$ cat config.mk
export PLATFORM = sky130hd
export DESIGN_NAME = conv_sched
export DESIGN_NICKNAME = d
export VERILOG_FILES = /design/src/rtl/conv_sched.sv
export SDC_FILE = /design/constraint.sdc
export NUM_CORES = 1
export LEC_CHECK = 0
export CORE_UTILIZATION = 60
export DETAILED_ROUTE_END_ITERATION = 10
export DONT_BUFFER_PORTS = 1
export GPL_ROUTABILITY_DRIVEN = 0
export HOLD_SLACK_MARGIN = 0.06
export PLACE_DENSITY = 0.86
export SLEW_MARGIN = 20
export SYNTH_ARGS = -nofsm -noshare
export SYNTH_HDL_FRONTEND = slang
export SYNTH_SLANG_ARGS = --single-unit
$ cat constraint.sdc
create_clock -name clk -period 7.8 [get_ports clk]
set_input_delay 2.34 -clock clk [delete_from_list [all_inputs] [get_ports clk]]
set_output_delay 2.34 -clock clk [all_outputs]
set_load 0.05 [all_outputs]
$ cat src/rtl/conv_sched.sv
// conv_sched: round-robin scheduler that shares one external combinational
// 4-bit code converter between NUM_REQ requesters.
//
// A code is accepted from the granted requester, driven on conv_in and held
// for CONV_LAT cycles. conv_out is then sampled and returned on a
// valid/ready result port, tagged with the requester index. Codes outside
// the converter's legal input set are flagged and counted.
//
// Ports:
//   clk, rst          clock (rising edge), asynchronous active-high reset
//   req_valid/ready   per-requester handshake; ready is a one-hot grant
//   req_code          packed per-requester codes, requester i at [4i+3:4i]
//   conv_in/conv_out  registered code to converter / converter result
//   res_valid/ready   result handshake
//   res_code/id/err   converted code (0 when illegal), owner, illegal flag
//   err_count         saturating count of illegal codes
//   busy              high whenever the scheduler is not idle
module conv_sched #(
    parameter int NUM_REQ  = 4,
    parameter int IDW      = 2,
    parameter int CONV_LAT = 1
) (
    input  logic                   clk,
    input  logic                   rst,
    input  logic [NUM_REQ-1:0]     req_valid,
    input  logic [4*NUM_REQ-1:0]   req_code,
    output logic [NUM_REQ-1:0]     req_ready,
    output logic [3:0]             conv_in,
    input  logic [3:0]             conv_out,
    output logic                   res_valid,
    input  logic                   res_ready,
    output logic [3:0]             res_code,
    output logic [IDW-1:0]         res_id,
    output logic                   res_err,
    output logic [7:0]             err_count,
    output logic                   busy
);

    typedef enum logic [1:0] {
        IDLE,
        CONV,
        HOLD
    } state_t;

    state_t         state, state_d;
    logic [IDW-1:0] ptr;
    logic [IDW-1:0] ptr_next;
    logic [IDW-1:0] gnt_id;
    logic [IDW-1:0] grant;
    logic           any_valid;
    logic           legal_q;
    logic [3:0]     cnt;
    logic [3:0]     sel_code;
    int unsigned    cand;

    function automatic logic is_legal(input logic [3:0] c);
        case (c)
            4'b0000, 4'b0001, 4'b0011, 4'b0100, 4'b0101,
            4'b0111, 4'b1001, 4'b1011, 4'b1100, 4'b1101: is_legal = 1'b1;
            default:                                      is_legal = 1'b0;
        endcase
    endfunction

    // Search from ptr upward with wrap; the inner compare against a constant
    // index keeps every select on req_valid static.
    always_comb begin
        any_valid = 1'b0;
        grant     = '0;
        cand      = '0;
        for (int unsigned i = 0; i < NUM_REQ; i++) begin
            cand = 32'(ptr) + i;
            if (cand >= NUM_REQ) begin
                cand = cand - NUM_REQ;
            end
            for (int unsigned j = 0; j < NUM_REQ; j++) begin
                if (!any_valid && (cand == j) && req_valid[j]) begin
                    any_valid = 1'b1;
                    grant     = IDW'(j);
                end
            end
        end
    end

    always_comb begin
        sel_code  = '0;
        req_ready = '0;
        for (int unsigned j = 0; j < NUM_REQ; j++) begin
            if (grant == IDW'(j)) begin
                sel_code = req_code[4*j +: 4];
            end
        end
        // rst gating keeps the grant low while reset is asserted.
        if ((state == IDLE) && any_valid && !rst) begin
            for (int unsigned j = 0; j < NUM_REQ; j++) begin
                if (grant == IDW'(j)) begin
                    req_ready[j] = 1'b1;
                end
            end
        end
    end

    always_comb begin
        if (32'(grant) == 32'(NUM_REQ - 1)) begin
            ptr_next = '0;
        end else begin
            ptr_next = grant + IDW'(1);
        end
    end

    always_comb begin
        state_d = state;
        case (state)
            IDLE:    if (any_valid)  state_d = CONV;
            CONV:    if (cnt == '0)  state_d = HOLD;
            HOLD:    if (res_ready)  state_d = IDLE;
            default:                 state_d = IDLE;
        endcase
    end

    always_ff @(posedge clk or posedge rst) begin
        if (rst) begin
            state <= IDLE;
        end else begin
            state <= state_d;
        end
    end

    always_ff @(posedge clk or posedge rst) begin
        if (rst) begin
            ptr       <= '0;
            gnt_id    <= '0;
            legal_q   <= 1'b0;
            cnt       <= '0;
            conv_in   <= '0;
            res_valid <= 1'b0;
            res_code  <= '0;
            res_id    <= '0;
            res_err   <= 1'b0;
            err_count <= '0;
        end else begin
            case (state)
                IDLE: begin
                    if (any_valid) begin
                        conv_in <= sel_code;
                        gnt_id  <= grant;
                        legal_q <= is_legal(sel_code);
                        ptr     <= ptr_next;
                        cnt     <= 4'(CONV_LAT - 1);
                    end
                end
                CONV: begin
                    if (cnt == '0) begin
                        res_code  <= legal_q ? conv_out : 4'b0000;
                        res_id    <= gnt_id;
                        res_err   <= !legal_q;
                        res_valid <= 1'b1;
                        if (!legal_q && (err_count != 8'hFF)) begin
                            err_count <= err_count + 8'd1;
                        end
                    end else begin
                        cnt <= cnt - 4'd1;
                    end
                end
                HOLD: begin
                    if (res_ready) begin
                        res_valid <= 1'b0;
                    end
                end
                default: ;
            endcase
        end
    end

    always_comb begin
        busy = (state != IDLE);
    end

endmodule

==> qor.yml, run 1 <==
status: "completed"
syn_inst: 169
skew_ns: 0.00935
io_pins: 52
yosysSeqAreaShare_pct: 48.0
final_cell_mix: "nand2_1 (32), dfrtp_1 (31), nor2_1 (12)"
worstPathRequired_ns: 5.46
port_buffers: 0
worstSetupPathType: "input port to primary output"
clk_pin_slew_worst_paths_ns: 0.10
yosys_most_used_dff: "dfrtp_1"
coreArea_um2: 2520
initial_core_util_pct: 64.1
worst-path-max-fanout: 6
worstSkewPairLatency_ns: 0.33
slew_violations: 0
r2r_start: "ptr[1]"
period_share_pct: 78.8
hold-path-cell-count: 2
finalSetupTns_ns: 0
end_kind: "primary output"
ys_ff_latch: 31
viasPerCell: 6.00
leakage_nw: 0.839
h-tree-depth: 2
p_switching_uw: 414
grt_overflow_total: 0
firstDrtPassIters: 6
hold_buffers: 0
layout.nets: 207
root_buffer: "clkbuf_4"
swShare_pct: 50.5
period_minus_slack_ns: 6.15
slew_headroom_pct: 60.9
worstPathArrival_ns: 3.81
hpwl_mm: 2.31
diodes: 0
drc_errors: 0
dieArea_um2: 2910
p_clk_share_pct: 16.0
grt_start_max_net_pins: 35
seq_power_share_pct: 49.2
ir_drop_uv: 333
p_int_uw: 406
crit_path_start_kind: "input port"
min_to: "gnt_id[0]"
tritoncts: "built"
rsz0062_at_grt: "no"
grt_use_total_pct: 23.4
grt_pass1_vias: 1129
syn_nets: 203
via_count: 1223
routedWlPerCell_um: 15.2
r2r_end: "legal_q"
drive_above_1_share_pct: 12.1
hp-start: "gnt_id[0]"
first_iter_violations: 11
cts_made_buffers: 5
grt_pass1_wl_mm: 4.66
clock_sinks: 31
cts_setup_buffers: 0
clockBufferDepth: 2
fill_cells: 204
avgSynthCellArea_um2: 9.57
ctsResizeCount: 0
layout_commonest_cell: "nand2_1"
rrSetupSlack_ns: 5.07
synth_edf_count: 0
dieHeight_um: 53.9
yosys_warnings: 0
syn_to_final_growth_pct: 7.28
place_inst: 196
hold_viol_final: 0
ys_types: 38
fp-row-count: 18
die_w_um: 53.9
hp-class: "flip-flop to flip-flop"
rr_worst_depth: 10
worstMarginPinSlew_ns: 0.587
max_cap_viol_count: 0
ys_async_sr_fraction_pct: 100
syn-cell-area_um2: 1620
ant_nets: 0
power_density_nw_per_um2: 473
instances_no_fill: 204
clock.fmax_ghz: 0.163
antenna_found_initial: 0
p_comb_share_pct: 34.8
setup_viol: 0
wl_mm: 3.11
## cells by family (layout without fill, tap and decap cells)
family	Yosys count	after routing	synth area share, %
simple gates	77	77	24.5
flops	31	31	48.0
compound gates	27	27	11.1
buf+inv	14	19	3.41
xor+xnor	9	9	4.88
fa+ha+maj	7	7	5.42
mux	4	4	2.71
## Yosys cell counts, types with 2 or more instances
cell       n  share of area [%]
nand2_1   32                7.4
dfrtp_1   31                 48
nor2_1    12                2.8
inv_1      9                2.1
ha_1       7                5.4
o21ai_0    7                2.2
nand3_1    6                1.9
a21oi_1    5                1.5
xnor2_1    5                2.7
and3_1     4                1.5
nand2b_1   4                1.5
xor2_1     4                2.2
clkbuf_1   3               0.70
mux2_2     3                2.1
nor3_1     3               0.93
o22ai_1    3                1.2
or2_2      3                1.2
a221o_1    2                1.2
a221oi_1   2                1.1
and4_1     2                1.1
buf_2      2               0.62
nand4_1    2               0.77
nor2b_1    2               0.77
nor4_1     2               0.77
## power groups by stage
stage	registers, mW	clock network (mW)	logic, mW
after global routing	0.415	0.141	0.320
after floorplan	0.388	0	0.250
after global placement	0.405	0	0.268
after CTS	0.404	0.134	0.288
after detailed placement	0.408	0	0.286
final	0.404	0.131	0.285
## metal layers
| layer | routed length [um] | GRT usage (%) |
|---|---|---|
| met2 | 1610 | 39.1 |
| met5 | 0 | 0 |
| met3 | 182 | 7.91 |
| met4 | 55 | 12.7 |
| met1 | 1260 | 25.9 |
## through the flow
step	total power [mW]	instance area [um^2]	setup WS, ns	utilization (%)	hold slack [ns]
after global placement	0.673	1650	1.78	65.3	0.460
after CTS	0.826	1730	1.67	68.8	0.509
after floorplan	0.638	1620	1.20	-	0.439
after global routing	0.876	1730	1.55	68.8	0.532
final	0.820	1730	1.65	68.8	0.508
after detailed placement	0.694	1650	1.68	65.3	0.485
## layout make-up
cell class / count / area, um^2 / area share (%)
inverters: 9 / 33.8 / 1.95
repair buffers: 2 / 15.0 / 0.866
clock buffers: 6 / 51.3 / 2.96
flip-flops and latches: 31 / 776 / 44.7
well taps: 30 / 37.5 / 2.16
multi-input cells: 124 / 786 / 45.3
clock inverters: 2 / 35.0 / 2.02
## how the worst max path moves through the flow
stage               depth (start not counted)            to          from  slack [ns]
floorplan                                   6  req_ready[3]  req_valid[2]        1.20
global placement                            5  req_ready[1]  req_valid[2]        1.78
detailed placement                          5  req_ready[1]  req_valid[2]        1.68
CTS                                         5  req_ready[1]  req_valid[2]        1.67
global route                                5  req_ready[1]  req_valid[2]        1.55
finish                                      5  req_ready[1]  req_valid[2]        1.65
## state kept, by name, summed over array words and instances (netlist names)
name       cells
err_count      8
res_code       4
res_id         2
res_err        1
gnt_id         2
cnt            4
legal_q        1
res_valid      1
conv_in        4
ptr            2
state          2
## critical path: stages
cell and delay (ns):
mux2i_1 0.13, nor2_1 0.06, nor3_1 0.42, ha_1 0.35, and3_1 0.51
Note: power is estimated with default switching activity, not from simulation.
==> run 2: changes to the inputs <==
Clock period 7.8 ns to 6.2 ns, I/O delays scaled along.
==> results of run 2 <==
Same layout as run 1 (identical final DEF). Status: completed.
Main changes from that run: setup slack after placement 1.68 ns -> 1.04 ns; setup slack after layout 1.65 ns -> 1.01 ns; register-to-register setup slack 5.07 ns -> 3.47 ns; total power 0.820 mW -> 1.03 mW; worst IR drop on VDD 333 uV -> 419 uV
==> run 3: changes to the inputs <==
Settings changed: CORE_UTILIZATION 60 to 56, PLACE_DENSITY 0.86 to 0.84.
Clock period 6.2 ns to 4.55 ns, I/O delays scaled along.
==> run 3 against run 2 <==
  * Global-route usage fell by 0.38 points
  * Via count is 1.7% higher
  * Clock skew about the same
  * Sequential share of layout area increased by 0.23 points
  * Worst hold slack got worse by 0.013 ns
  * Worst setup slack got worse by 0.61 ns
  * Flip-flop and latch count unchanged
  * Non-clock buffer count increased by 2
  * Sequential power up 37%
  * Power rose by 31%
  * Final cell count up 0.98%
  * Largest power group unchanged
  * Highest routed layer unchanged
==> qor.yml, run 3 (same netlist as run 1, synthesis figures left out) <==
status: "completed"
die_w_um: 55.7
clk_pin_slew_worst_paths_ns: 0.09
holdWs_ns: 0.495
end_kind: "primary output"
via_count: 1244
grt_pass1_wl_mm: 5.53
ctsResizeCount: 0
wl_mm: 3.20
hpwl_mm: 2.42
worstMarginPinSlew_ns: 0.601
worst-path-max-fanout: 6
clockBufferDepth: 2
io_pins: 52
diodes: 0
ant_nets: 0
slew_headroom_pct: 59.9
clock.fmax_ghz: 0.241
setup_viol: 0
h-tree-depth: 2
leakage_nw: 0.837
p_total_mw: 1.36
firstDrtPassIters: 4
hp-class: "flip-flop to flip-flop"
worstSetupPathType: "input port to primary output"
layout_commonest_cell: "nand2_1"
ir_drop_uv: 617
hold_buffers: 0
cts_setup_buffers: 0
port_buffers: 0
max_cap_viol_count: 0
place_inst: 199
pre_cts_slack_ns: 0.419
period_share_pct: 91.0
largest_register: "err_count"
drc_errors: 0
final_cell_mix: "nand2_1 (32), dfrtp_1 (31), nor2_1 (12)"
fp-row-count: 19
worstPathArrival_ns: 2.78
grt_pass1_vias: 1267
first_iter_violations: 60
coreArea_um2: 2730
crit_path_start_kind: "input port"
largest_register_ffs: 8
hold-path-cell-count: 2
slew_violations: 0
rr_worst_depth: 10
root_buffer: "clkbuf_4"
syn_to_final_growth_pct: 6.73
dieHeight_um: 55.7
rsz0062_at_grt: "no"
fin_area_um2: 1730
skew_ns: 0.00886
instances_no_fill: 206
worstPathRequired_ns: 3.18
worstSkewPairLatency_ns: 0.33
power_density_nw_per_um2: 786
finalSetupTns_ns: 0
hold_viol_final: 0
antenna_found_initial: 0
dieArea_um2: 3110
cts_made_buffers: 5
finalWorstSetupSlack_ns: 0.407
fill_cells: 228
routedWlPerCell_um: 15.5
period_minus_slack_ns: 4.14
drive_above_1_share_pct: 13.1
fin_util_pct: 63.1
dpl-instance-area_um2: 1670
layout.nets: 209
grt_start_max_net_pins: 32
clock_sinks: 31
initial_core_util_pct: 59.1
grt_overflow_total: 0
viasPerCell: 6.04
grt_use_total_pct: 23.0
tritoncts: "built"
-- run 3: path summary, 6_finish.rpt --
| path | from | end | slack (ns) |
|---|---|---|---|
| max | req_valid[2] | req_ready[1] | 0.41 |
| min | gnt_id[0] | res_id[0] | 0.49 |
| max reg2reg | ptr[1] | legal_q | 1.84 |
| min reg2reg | gnt_id[0] | res_id[0] | 0.49 |
| max in group asynchronous | rst | err_count[5] | 3.20 |
| min in group asynchronous | rst | ptr[1] | 1.06 |
-- run 3: worst max-delay path, cell delays in order --
cell	delay [ns]
mux2i_1	0.12
nor2_1	0.05
nor3_1	0.39
ha_1	0.34
and3_1	0.51
-- run 3: metal layers --
metal / global-route usage, % / share of wire (%) / vias to the layer above
met5: 0 / 0 / -
met4: 9.64 / 1.9 / 0
met3: 8.60 / 6.3 / 8
met2: 38.9 / 50 / 42
met1: 26.1 / 41 / 602
li1: - / - / 592
-- run 3: layout make-up --
type / instances / area, um^2 / area share (%)
clock buffers: 6 / 51.3 / 2.97
clock inverters: 1 / 5.00 / 0.290
inverters: 9 / 33.8 / 1.96
multi-input cells: 124 / 791 / 45.8
flip-flops and latches: 31 / 776 / 45.0
well taps: 31 / 38.8 / 2.25
repair buffers: 4 / 30.0 / 1.74
-- run 3: where the power goes --
part / internal (mW) / total (mW) / switching, mW
logic: 0.194 / 0.498 / 0.304
clock network: 0.0715 / 0.161 / 0.0895
registers: 0.377 / 0.697 / 0.319
total: 0.643 / 1.36 / 0.713
